### config.mk
export PLATFORM = sky130hd
export DESIGN_NAME = blastit_uart_rx_flat
export DESIGN_NICKNAME = d
export VERILOG_FILES = /design/src/rtl/blastit_uart_rx_if.sv /design/src/rtl/blastit_uart_rx.sv /design/src/flat_wrapper.sv
export SDC_FILE = /design/constraint.sdc
export NUM_CORES = 1
export LEC_CHECK = 0
export CAP_MARGIN = 20
export CELL_PAD_IN_SITES_DETAIL_PLACEMENT = 0
export CELL_PAD_IN_SITES_GLOBAL_PLACEMENT = 1
export CORE_MARGIN = 2
export CORE_UTILIZATION = 40
export CTS_BUF_LIST = sky130_fd_sc_hd__clkbuf_8
export DETAILED_ROUTE_END_ITERATION = 7
export DONT_BUFFER_PORTS = 1
export GPL_TIMING_DRIVEN = 0
export MAX_ROUTING_LAYER = met4
export PLACE_DENSITY_LB_ADDON = 0.05
export SYNTH_ARGS = -nofsm -noshare
export SYNTH_HDL_FRONTEND = slang
export SYNTH_SLANG_ARGS = --single-unit
### constraint.sdc
create_clock -name clock_50_clk -period 2.3 [get_ports clock_50_clk]
set_input_delay 0.23 -clock clock_50_clk [delete_from_list [all_inputs] [get_ports clock_50_clk]]
set_output_delay 0.23 -clock clock_50_clk [all_outputs]
set_load 0.03 [all_outputs]
### src/rtl/blastit_uart_rx_if.sv
// Receive-side byte stream of blastit_uart_rx: valid/ready byte handshake plus one-cycle error pulses.
// The master (receiver) drives data, valid and errors; the slave (controller fabric) drives ready.
`timescale 1ns/1ps
interface blastit_uart_rx_if;
  logic [7:0] rx_data;
  logic       rx_valid;
  logic       rx_ready;
  logic       frame_err;
  logic       parity_err;
  logic       overrun;

  modport master (
    output rx_data,
    output rx_valid,
    output frame_err,
    output parity_err,
    output overrun,
    input  rx_ready
  );

  modport slave (
    input  rx_data,
    input  rx_valid,
    input  frame_err,
    input  parity_err,
    input  overrun,
    output rx_ready
  );
endinterface

### src/rtl/blastit_uart_rx.sv
// UART receiver, 8N1 (8E1 when BLASTIT_UART_RX_PARITY_EN is defined): byte valid 3+HALF+9*CLKS_PER_BIT cycles after the start edge (+CLKS_PER_BIT with parity).
// Single-entry holding register; a byte finishing while it is full and not draining is dropped with an overrun pulse.
`timescale 1ns/1ps
module blastit_uart_rx #(
  parameter int CLKS_PER_BIT = 434
) (
  input  logic              clock_50_clk,
  input  logic              reset_reset,
  input  logic              uart_rx,
  blastit_uart_rx_if.master rx_if
);

  localparam int            CW       = $clog2(CLKS_PER_BIT);
  localparam int            HALF     = CLKS_PER_BIT / 2;
  localparam logic [CW-1:0] CNT_LAST = CW'(CLKS_PER_BIT - 1);
  localparam logic [CW-1:0] CNT_HALF = CW'(HALF - 1);

  typedef enum logic [2:0] {
    ST_WAIT_IDLE,
    ST_IDLE,
    ST_START,
    ST_DATA,
    ST_PARITY,
    ST_STOP
  } state_t;

  state_t        state_q, state_d;
  logic [1:0]    sync_q, sync_d;
  logic          rx_s;
  logic [CW-1:0] cnt_q, cnt_d;
  logic [2:0]    bit_idx_q, bit_idx_d;
  logic [7:0]    shift_q, shift_d;
  logic [7:0]    rx_data_q, rx_data_d;
  logic          rx_valid_q, rx_valid_d;
  logic          frame_err_q, frame_err_d;
  logic          parity_err_q, parity_err_d;
  logic          overrun_q, overrun_d;
  logic          stop_sample;
  logic          par_bad;
  logic          deliver;

  assign sync_d = {sync_q[0], uart_rx};
  assign rx_s   = sync_q[1];

`ifdef BLASTIT_UART_RX_PARITY_EN
  logic par_bit_q, par_bit_d;
  // Even parity: data bits together with the parity bit must XOR to zero.
  assign par_bad = (^shift_q) ^ par_bit_q;
`else
  assign par_bad = 1'b0;
`endif

  always_ff @(posedge clock_50_clk) begin
    if (reset_reset) begin
      state_q      <= ST_WAIT_IDLE;
      sync_q       <= 2'b11;
      cnt_q        <= '0;
      bit_idx_q    <= 3'd0;
      shift_q      <= 8'h00;
      rx_data_q    <= 8'h00;
      rx_valid_q   <= 1'b0;
      frame_err_q  <= 1'b0;
      parity_err_q <= 1'b0;
      overrun_q    <= 1'b0;
`ifdef BLASTIT_UART_RX_PARITY_EN
      par_bit_q    <= 1'b0;
`endif
    end else begin
      state_q      <= state_d;
      sync_q       <= sync_d;
      cnt_q        <= cnt_d;
      bit_idx_q    <= bit_idx_d;
      shift_q      <= shift_d;
      rx_data_q    <= rx_data_d;
      rx_valid_q   <= rx_valid_d;
      frame_err_q  <= frame_err_d;
      parity_err_q <= parity_err_d;
      overrun_q    <= overrun_d;
`ifdef BLASTIT_UART_RX_PARITY_EN
      par_bit_q    <= par_bit_d;
`endif
    end
  end

  always_comb begin
    state_d     = state_q;
    cnt_d       = cnt_q + CW'(1);
    bit_idx_d   = bit_idx_q;
    shift_d     = shift_q;
    stop_sample = 1'b0;
`ifdef BLASTIT_UART_RX_PARITY_EN
    par_bit_d   = par_bit_q;
`endif
    case (state_q)
      ST_WAIT_IDLE: begin
        cnt_d = '0;
        if (rx_s) state_d = ST_IDLE;
      end
      ST_IDLE: begin
        cnt_d = '0;
        if (!rx_s) state_d = ST_START;
      end
      ST_START: begin
        // Re-check the line mid start bit so short low glitches are ignored.
        if (cnt_q == CNT_HALF) begin
          cnt_d     = '0;
          bit_idx_d = 3'd0;
          state_d   = rx_s ? ST_IDLE : ST_DATA;
        end
      end
      ST_DATA: begin
        if (cnt_q == CNT_LAST) begin
          cnt_d     = '0;
          shift_d   = {rx_s, shift_q[7:1]};
          bit_idx_d = bit_idx_q + 3'd1;
          if (bit_idx_q == 3'd7) begin
`ifdef BLASTIT_UART_RX_PARITY_EN
            state_d = ST_PARITY;
`else
            state_d = ST_STOP;
`endif
          end
        end
      end
`ifdef BLASTIT_UART_RX_PARITY_EN
      ST_PARITY: begin
        if (cnt_q == CNT_LAST) begin
          cnt_d     = '0;
          par_bit_d = rx_s;
          state_d   = ST_STOP;
        end
      end
`endif
      ST_STOP: begin
        // Leaving at mid stop bit leaves half a bit to catch a back-to-back start edge.
        if (cnt_q == CNT_LAST) begin
          cnt_d       = '0;
          stop_sample = 1'b1;
          state_d     = rx_s ? ST_IDLE : ST_WAIT_IDLE;
        end
      end
      default: begin
        cnt_d   = '0;
        state_d = ST_WAIT_IDLE;
      end
    endcase
  end

  always_comb begin
    deliver      = stop_sample & rx_s & ~par_bad;
    rx_data_d    = rx_data_q;
    rx_valid_d   = rx_valid_q & ~rx_if.rx_ready;
    frame_err_d  = stop_sample & ~rx_s;
    parity_err_d = stop_sample & rx_s & par_bad;
    overrun_d    = 1'b0;
    if (deliver) begin
      // A byte leaving on this edge frees the register for the new one.
      if (!rx_valid_q || rx_if.rx_ready) begin
        rx_data_d  = shift_q;
        rx_valid_d = 1'b1;
      end else begin
        overrun_d = 1'b1;
      end
    end
  end

  assign rx_if.rx_data    = rx_data_q;
  assign rx_if.rx_valid   = rx_valid_q;
  assign rx_if.frame_err  = frame_err_q;
  assign rx_if.parity_err = parity_err_q;
  assign rx_if.overrun    = overrun_q;

  ap_err_onehot: assert property (@(posedge clock_50_clk) disable iff (reset_reset)
    $onehot0({frame_err_q, parity_err_q, overrun_q}));

  ap_hold_stable: assert property (@(posedge clock_50_clk) disable iff (reset_reset)
    (rx_valid_q && !rx_if.rx_ready) |=> (rx_valid_q && $stable(rx_data_q)));

endmodule

### src/flat_wrapper.sv
// flat-port wrapper written by rule: the top's interface ports become plain ports
module blastit_uart_rx_flat 
#(
  parameter int CLKS_PER_BIT = 434
)
  (clock_50_clk, reset_reset, uart_rx, rx_if_rx_data, rx_if_rx_valid, rx_if_frame_err, rx_if_parity_err, rx_if_overrun, rx_if_rx_ready);
  blastit_uart_rx_if rx_if_i ();
  input  logic clock_50_clk;
  input  logic reset_reset;
  input  logic uart_rx;
  output wire logic [$bits(rx_if_i.rx_data)-1:0] rx_if_rx_data;
  output wire logic [$bits(rx_if_i.rx_valid)-1:0] rx_if_rx_valid;
  output wire logic [$bits(rx_if_i.frame_err)-1:0] rx_if_frame_err;
  output wire logic [$bits(rx_if_i.parity_err)-1:0] rx_if_parity_err;
  output wire logic [$bits(rx_if_i.overrun)-1:0] rx_if_overrun;
  input wire logic [$bits(rx_if_i.rx_ready)-1:0] rx_if_rx_ready;
  assign rx_if_rx_data = rx_if_i.rx_data;
  assign rx_if_rx_valid = rx_if_i.rx_valid;
  assign rx_if_frame_err = rx_if_i.frame_err;
  assign rx_if_parity_err = rx_if_i.parity_err;
  assign rx_if_overrun = rx_if_i.overrun;
  assign rx_if_i.rx_ready = rx_if_rx_ready;
  blastit_uart_rx #(.CLKS_PER_BIT(CLKS_PER_BIT)) u_core (.clock_50_clk(clock_50_clk), .reset_reset(reset_reset), .uart_rx(uart_rx), .rx_if(rx_if_i));
endmodule
## Word level (Yosys, flattened, before mapping)

Index checks and enable logic that the tools add are counted.

| storage, ports and cells | value |
|---|---|
| input bits | 4 |
| flip-flop bits (word level) | 36 |
| word-level logic and storage cells | 60 |
| output and inout bits | 12 |

| operators by class | value |
|---|---|
| add/sub/neg operators | 2 |
| bitwise gates (word level) | 6 |
| reductions and logical operators | 10 |
| mux-type cells | 20 |
| equality and inequality tests | 13 |

Operators by type and width:

| operator | number |
|---|---|
| 3-bit two-way mux | 8 |
| 9-bit two-way mux | 2 |
| 9-bit case mux with 2 select lines | 1 |
| 3-bit case mux with 5 select lines | 1 |
| 2-bit by 1-bit inequality test with 1-bit output (second input constant) | 5 |
| 9-bit by 1-bit adder with 9-bit output (second input constant) | 1 |
| 9-bit by 8-bit == test with 1-bit output (second input constant) | 1 |
| 9-bit == test (second input constant) | 1 |
| 3-bit by 2-bit == test with 1-bit output (second input constant) | 2 |
| 3-bit == test (second input constant) | 2 |
| 1-bit two-way mux | 6 |
| 3-bit case mux with 2 select lines | 1 |
| 6-bit AND reduction | 1 |
| 2-bit AND reduction | 2 |
| 2-bit OR reduction | 2 |
| 3-bit by 1-bit adder with 3-bit output (second input constant) | 1 |
| 1-bit bitwise AND | 3 |
| 3-bit by 1-bit == test with 1-bit output (second input constant) | 1 |
| 3-bit zero test | 1 |
| 1-bit inverter | 3 |
| 3-bit AND reduction | 1 |
| 2-bit two-way mux | 1 |
| 2-bit inequality test (second input constant) | 1 |
| 2-bit nonzero test | 1 |
| other kinds (2) | 2 |

## Logic depth before layout (Yosys ltp)

| depth | value |
|---|---|
| word-level depth | 6 |
| gate-level depth with buffers | 7 |
| gate-level depth less buffers | 6 |

## Worst setup path after synthesis

OpenSTA, ideal clock, no wires.

| timing path | value |
|---|---|
| kind | flip-flop to flip-flop |
| start point | reg u_core.cnt_q[1] |
| end point | reg u_core.state_q[2] |
| setup time | 0.121 ns |
| arrival time | 1.526 ns |
| stages on the path, launching flop included | 7 |
| path buffers | 0 |
| required time | 2.179 ns |
| period minus slack after synthesis | 1.648 ns |
| path slack | 0.652 ns |
| path through | dfxtp_1 > inv_1 > ha_1 > and4b_4 > a221oi_2 > a211oi_2 > mux2_4 |

| between the ends | value |
|---|---|
| word-level cells in the longest chain between the ends | 3 |
| elaborated cells on any way between the ends | 6 |
| classes of those cells | eq/ne: 5; reduce/logical: 1 |

Ends and longest elaborated chain:

| what | line | RTL |
|---|---|---|
| from (decl) | blastit_uart_rx.sv:30 | `logic [CW-1:0] cnt_q, cnt_d;` |
| from (signal assigned) | blastit_uart_rx.sv:71 | `cnt_q <= cnt_d;` |
| 9-bit == test or 9-bit by 8-bit == test with 1-bit output (tied branches) | blastit_uart_rx.sv:112, blastit_uart_rx.sv:136, blastit_uart_rx.sv:105 |  |
| 2-bit by 1-bit inequality test with 1-bit output (no source line) | - |  |
| 6-bit AND reduction (no source line) * | - |  |
| to (signal assigned) | blastit_uart_rx.sv:69 | `state_q <= state_d;` |
| to (decl) | blastit_uart_rx.sv:27 | `state_t state_q, state_d;` |

Every way passes the cells marked *; elsewhere a longest branch is shown, timed or not.
A chain may end at the register's enable or synchronous reset.

## Final worst setup path

| timing path | value |
|---|---|
| start point | reg u_core.cnt_q[0] |
| end point | reg u_core.rx_data_q[6], in the netlist u_core.rx_if.rx_data[6] |

| between the ends | value |
|---|---|
| word-level cells in the longest chain between the ends | 5 |

Ends and longest elaborated chain:

| what | line | RTL |
|---|---|---|
| 9-bit == test | blastit_uart_rx.sv:136 | `if (cnt_q == CNT_LAST) begin` |
| 1-bit two-way mux | blastit_uart_rx.sv:136 |  |
| 1-bit two-way mux | blastit_uart_rx.sv:94 | `case (state_q)` |
| 1-bit bitwise AND | blastit_uart_rx.sv:150 | `deliver = stop_sample & rx_s & ~par_bad;` |
| 2-bit AND reduction (no source line) | - |  |
| to (signal assigned) | blastit_uart_rx.sv:74 | `rx_data_q <= rx_data_d;` |
| to (decl) | blastit_uart_rx.sv:33 | `logic [7:0] rx_data_q, rx_data_d;` |

No other way between the ends.

==> results.md <==
- Seq/Total Area, Yosys: 0.448
- Clk network pwr share: 0.367
- Critical Path End Type: flip-flop
- Synthesized area per cell: ~9.4 µm²
- Die Wd: 67.4 µm
- FP Rows: 23
- Setup Skew: roughly 0.012 ns
- Worst-skew pair later-pin latency: 0.29 ns
- Crit Path Class: reg -> reg
- Clk sinks: 36
- Post-CTS Hold Buffers: 0
- RePlAce Congestion: ~0.77
- Hold path start: uart_rx
- Synth Register Bits: 36
- Area grow syn2layout: 9.64%
- Unique masters post-synth: 38
- Non-filler cells, final: 230
- Post-synthesis async set-or-reset flop share: 0
- Hold Path Sink: u_core.sync_q[0]
- Hold Slack: ~0.044 ns
- Hold Path Class: in -> reg
- Run status: completed
- Final slew viol count: 0
- Antenna cell count: 0
- Overflow after GRT: 0
- CP cell instances: ha_1 -> and4b_4 -> nand4_1 -> o21ai_0 -> a21oi_1
- RSZ-0062 raised after global routing: false
- Netlist area before placement: roughly 1600 µm²
- 1st-pass router iterations: 5
- Initial drt markers: 70
- Final Hold Fails: 0
- Crit path max fanout: 10
- Drt wl/cell: between 10 and 15 µm
- Detailed Place HPWL: 2170 µm
- First-pass GRT wire length: between 5000 and 6000 µm
- Syn_nets: between 150 and 200
- Synth Warn #: 0
- Vias per cell: 5.27
- Synth area leaders: dfxtp_1 45%, mux2i_1 6.2%, nor2_1 4.4%
- CTS HTree Levels: 2
- CTS tree: yes
- Max-capacitance violation count: 0
- Routed wire length: ~3000 µm
- Worst reg2reg startpoint: u_core.cnt_q[0]
- Hold Path Depth: 1
- Gate power share: 0.105
- Die height: 67.4 µm
- Vias in the first global route: approximately 1100
- CTS Buffer Depth: 2
- Sw Ratio: 0.263
- Vias after detailed routing: ~1200
- R2r worst-path depth: 5
- Share of power burned in registers: 0.529
- Root Driver: clkbuf_8
- # resized after CTS: 0
- Area of the die: between 4000 and 5000 µm²
- Peak Freq: 541 MHz
- Setup Viol. Count Final: 0
- Total net switching power: 0.321 mW
- Internal power: roughly 0.90 mW
- R2r setup slk: 0.45 ns
- Tmin final: between 1.5 and 2 ns
- Core Area: between 3000 and 4000 µm²
- Initial antenna violation count: 0
- Top cell type's share of synthesized area: 0.448
- IO buf count: 0
- DP Area: around 1700 µm²
- CP Launch Type: flip-flop
- Final Cycle Share: 0.803
- I/O Pins: 16
- Peak VDD IR: 0.354 mV
- Post-route cell area: around 1800 µm²
- Synth Flop Type: dfxtp_1
- WP data arrival: about 2.0 ns
- Largest net degree at the start of global routing: 14
- Setup TNS: 0 ns
- Post-CTS Setup Repair Bufs: 0
- Static Leakage: approximately 0.6 nW
- RR Endpoint: u_core.rx_if.rx_data[6]
- Initial core utilization: 0.408
- PD cells: between 600 and 700 nW/µm²
- Area leader, netlist: dfxtp_1
- Number of nets with antenna violations after routing: 0
- Total track usage: 0.162
- Critical Path RT: 2.45 ns
- Clock buffer count from CTS: 5
- Nets: approximately 190
- Layout cells sized above 1: 0.156
- # DRC: 0
- Placed Cells: 222
- Post-synth EDFFs: 0
- Syn Inst Count: between 150 and 200
- Critical path's largest stage delay: around 0.46 ns
- Reg clk slew, reported paths: ~0.08 ns
- CP max-delay cell: dfxtp_1
==> layout make-up <==
| class | instances | area, µm² |
|---|---|---|
| buffer | 9 | 43.8 |
| clock buffer | 5 | 68.8 |
| clock inverter | 3 | 23.8 |
| fill | 394 | 2180 |
| inverter | 6 | 22.5 |
| multi-input combinational | 121 | 822 |
| sequential | 36 | 721 |
| tap | 50 | 62.6 |
==> logic make-up after synthesis <==
family                   Yosys count  share of synthesized area
AO/OA/AOI/OAI                     30                      0.123
XOR/XNOR                           8                     0.0435
adder cells (fa/ha/maj)            5                     0.0389
buffers and inverters             15                     0.0412
flip-flops                        36                      0.448
multiplexers                      11                     0.0715
other                              1                    0.00233
AND/OR/NAND/NOR                   66                      0.232
==> worst max-delay path, delay by kind of cell (launching register included) <==
family                   cells  cell delay, ns
AND/OR/NAND/NOR              2            0.66
flip-flops                   1            0.46
AO/OA/AOI/OAI                2            0.41
adder cells (fa/ha/maj)      1            0.19
==> layout by cell type (no fill, tap or decap), types with 2 or more instances in the layout <==
cell type / Yosys / routed
nand3_1: 12 / 12
clkbuf_8: 0 / 5
a211oi_2: 2 / 2
clkinvlp_4: 0 / 2
a21oi_1: 12 / 12
nor2_1: 19 / 19
mux2i_1: 10 / 10
o21ai_0: 10 / 10
o311ai_0: 3 / 3
xor2_1: 7 / 7
buf_4: 2 / 2
or2_2: 2 / 2
nor3_1: 3 / 3
nand2b_1: 2 / 2
and4_1: 2 / 2
ha_1: 5 / 5
clkbuf_1: 5 / 5
nand4_1: 4 / 4
inv_1: 6 / 6
nand2_1: 9 / 9
dfxtp_1: 36 / 36
nor2b_1: 3 / 3
==> metrics by stage <==
stage | total power [mW] | worst slack (ns) | util
floorplan | 0.766 | 0.652 | -
global placement | 0.788 | 0.535 | 0.424
detailed placement | 0.790 | 0.495 | 0.424
CTS | 1.24 | 0.478 | 0.447
global route | 1.29 | 0.289 | 0.447
finish | 1.22 | 0.452 | 0.447
==> routing by layer <==
| metal | vias to the layer above | track usage | wire (µm) |
|---|---|---|---|
| li1 | 622 | - | - |
| met1 | 556 | 0.206 | 1520 |
| met2 | 27 | 0.229 | 1310 |
| met3 | 6 | 0.0550 | 151 |
| met4 | 0 | 0.0816 | 60 |
| met5 | - | - | 0 |
==> Yosys cell counts (2+ instances only) <==
library cell	n
nor2b_1	3
o21ai_0	10
or2_2	2
nand2_1	9
a211oi_2	2
nand2b_1	2
o311ai_0	3
and4_1	2
buf_4	2
ha_1	5
nand3_1	12
a21oi_1	12
xor2_1	7
inv_1	6
dfxtp_1	36
mux2i_1	10
nor2_1	19
nor3_1	3
clkbuf_1	5
nand4_1	4
==> flip-flops by register name, indices dropped and copies added (netlist names) <==
signal                  flops
u_core.rx_if.rx_data        8
u_core.shift_q              8
u_core.rx_if.frame_err      1
u_core.bit_idx_q            3
u_core.rx_if.rx_valid       1
u_core.state_q              3
u_core.cnt_q                9
u_core.sync_q               2
u_core.rx_if.overrun        1
==> worst max-delay path by stage <==
stage                          startpoint                       to  slack [ns]  cells past startpoint
after floorplan           u_core.cnt_q[1]        u_core.state_q[2]        0.65                      6
after global placement    u_core.cnt_q[0]  u_core.rx_if.rx_data[4]        0.53                      5
after detailed placement  u_core.cnt_q[0]  u_core.rx_if.rx_data[3]        0.49                      5
after CTS                 u_core.cnt_q[0]  u_core.rx_if.rx_data[3]        0.48                      5
after global routing      u_core.cnt_q[0]  u_core.rx_if.rx_data[7]        0.29                      5
final                     u_core.cnt_q[0]  u_core.rx_if.rx_data[6]        0.45                      5
==> power groups by stage <==
stage | Sequential, mW | Clock (mW) | Combinational [mW]
after floorplan | 0.658 | 0 | 0.108
after global placement | 0.661 | 0 | 0.127
after detailed placement | 0.661 | 0 | 0.129
after CTS | 0.646 | 0.469 | 0.129
after global routing | 0.649 | 0.504 | 0.141
final | 0.646 | 0.448 | 0.128
No activity file was read; power rests on OpenSTA's default activity.
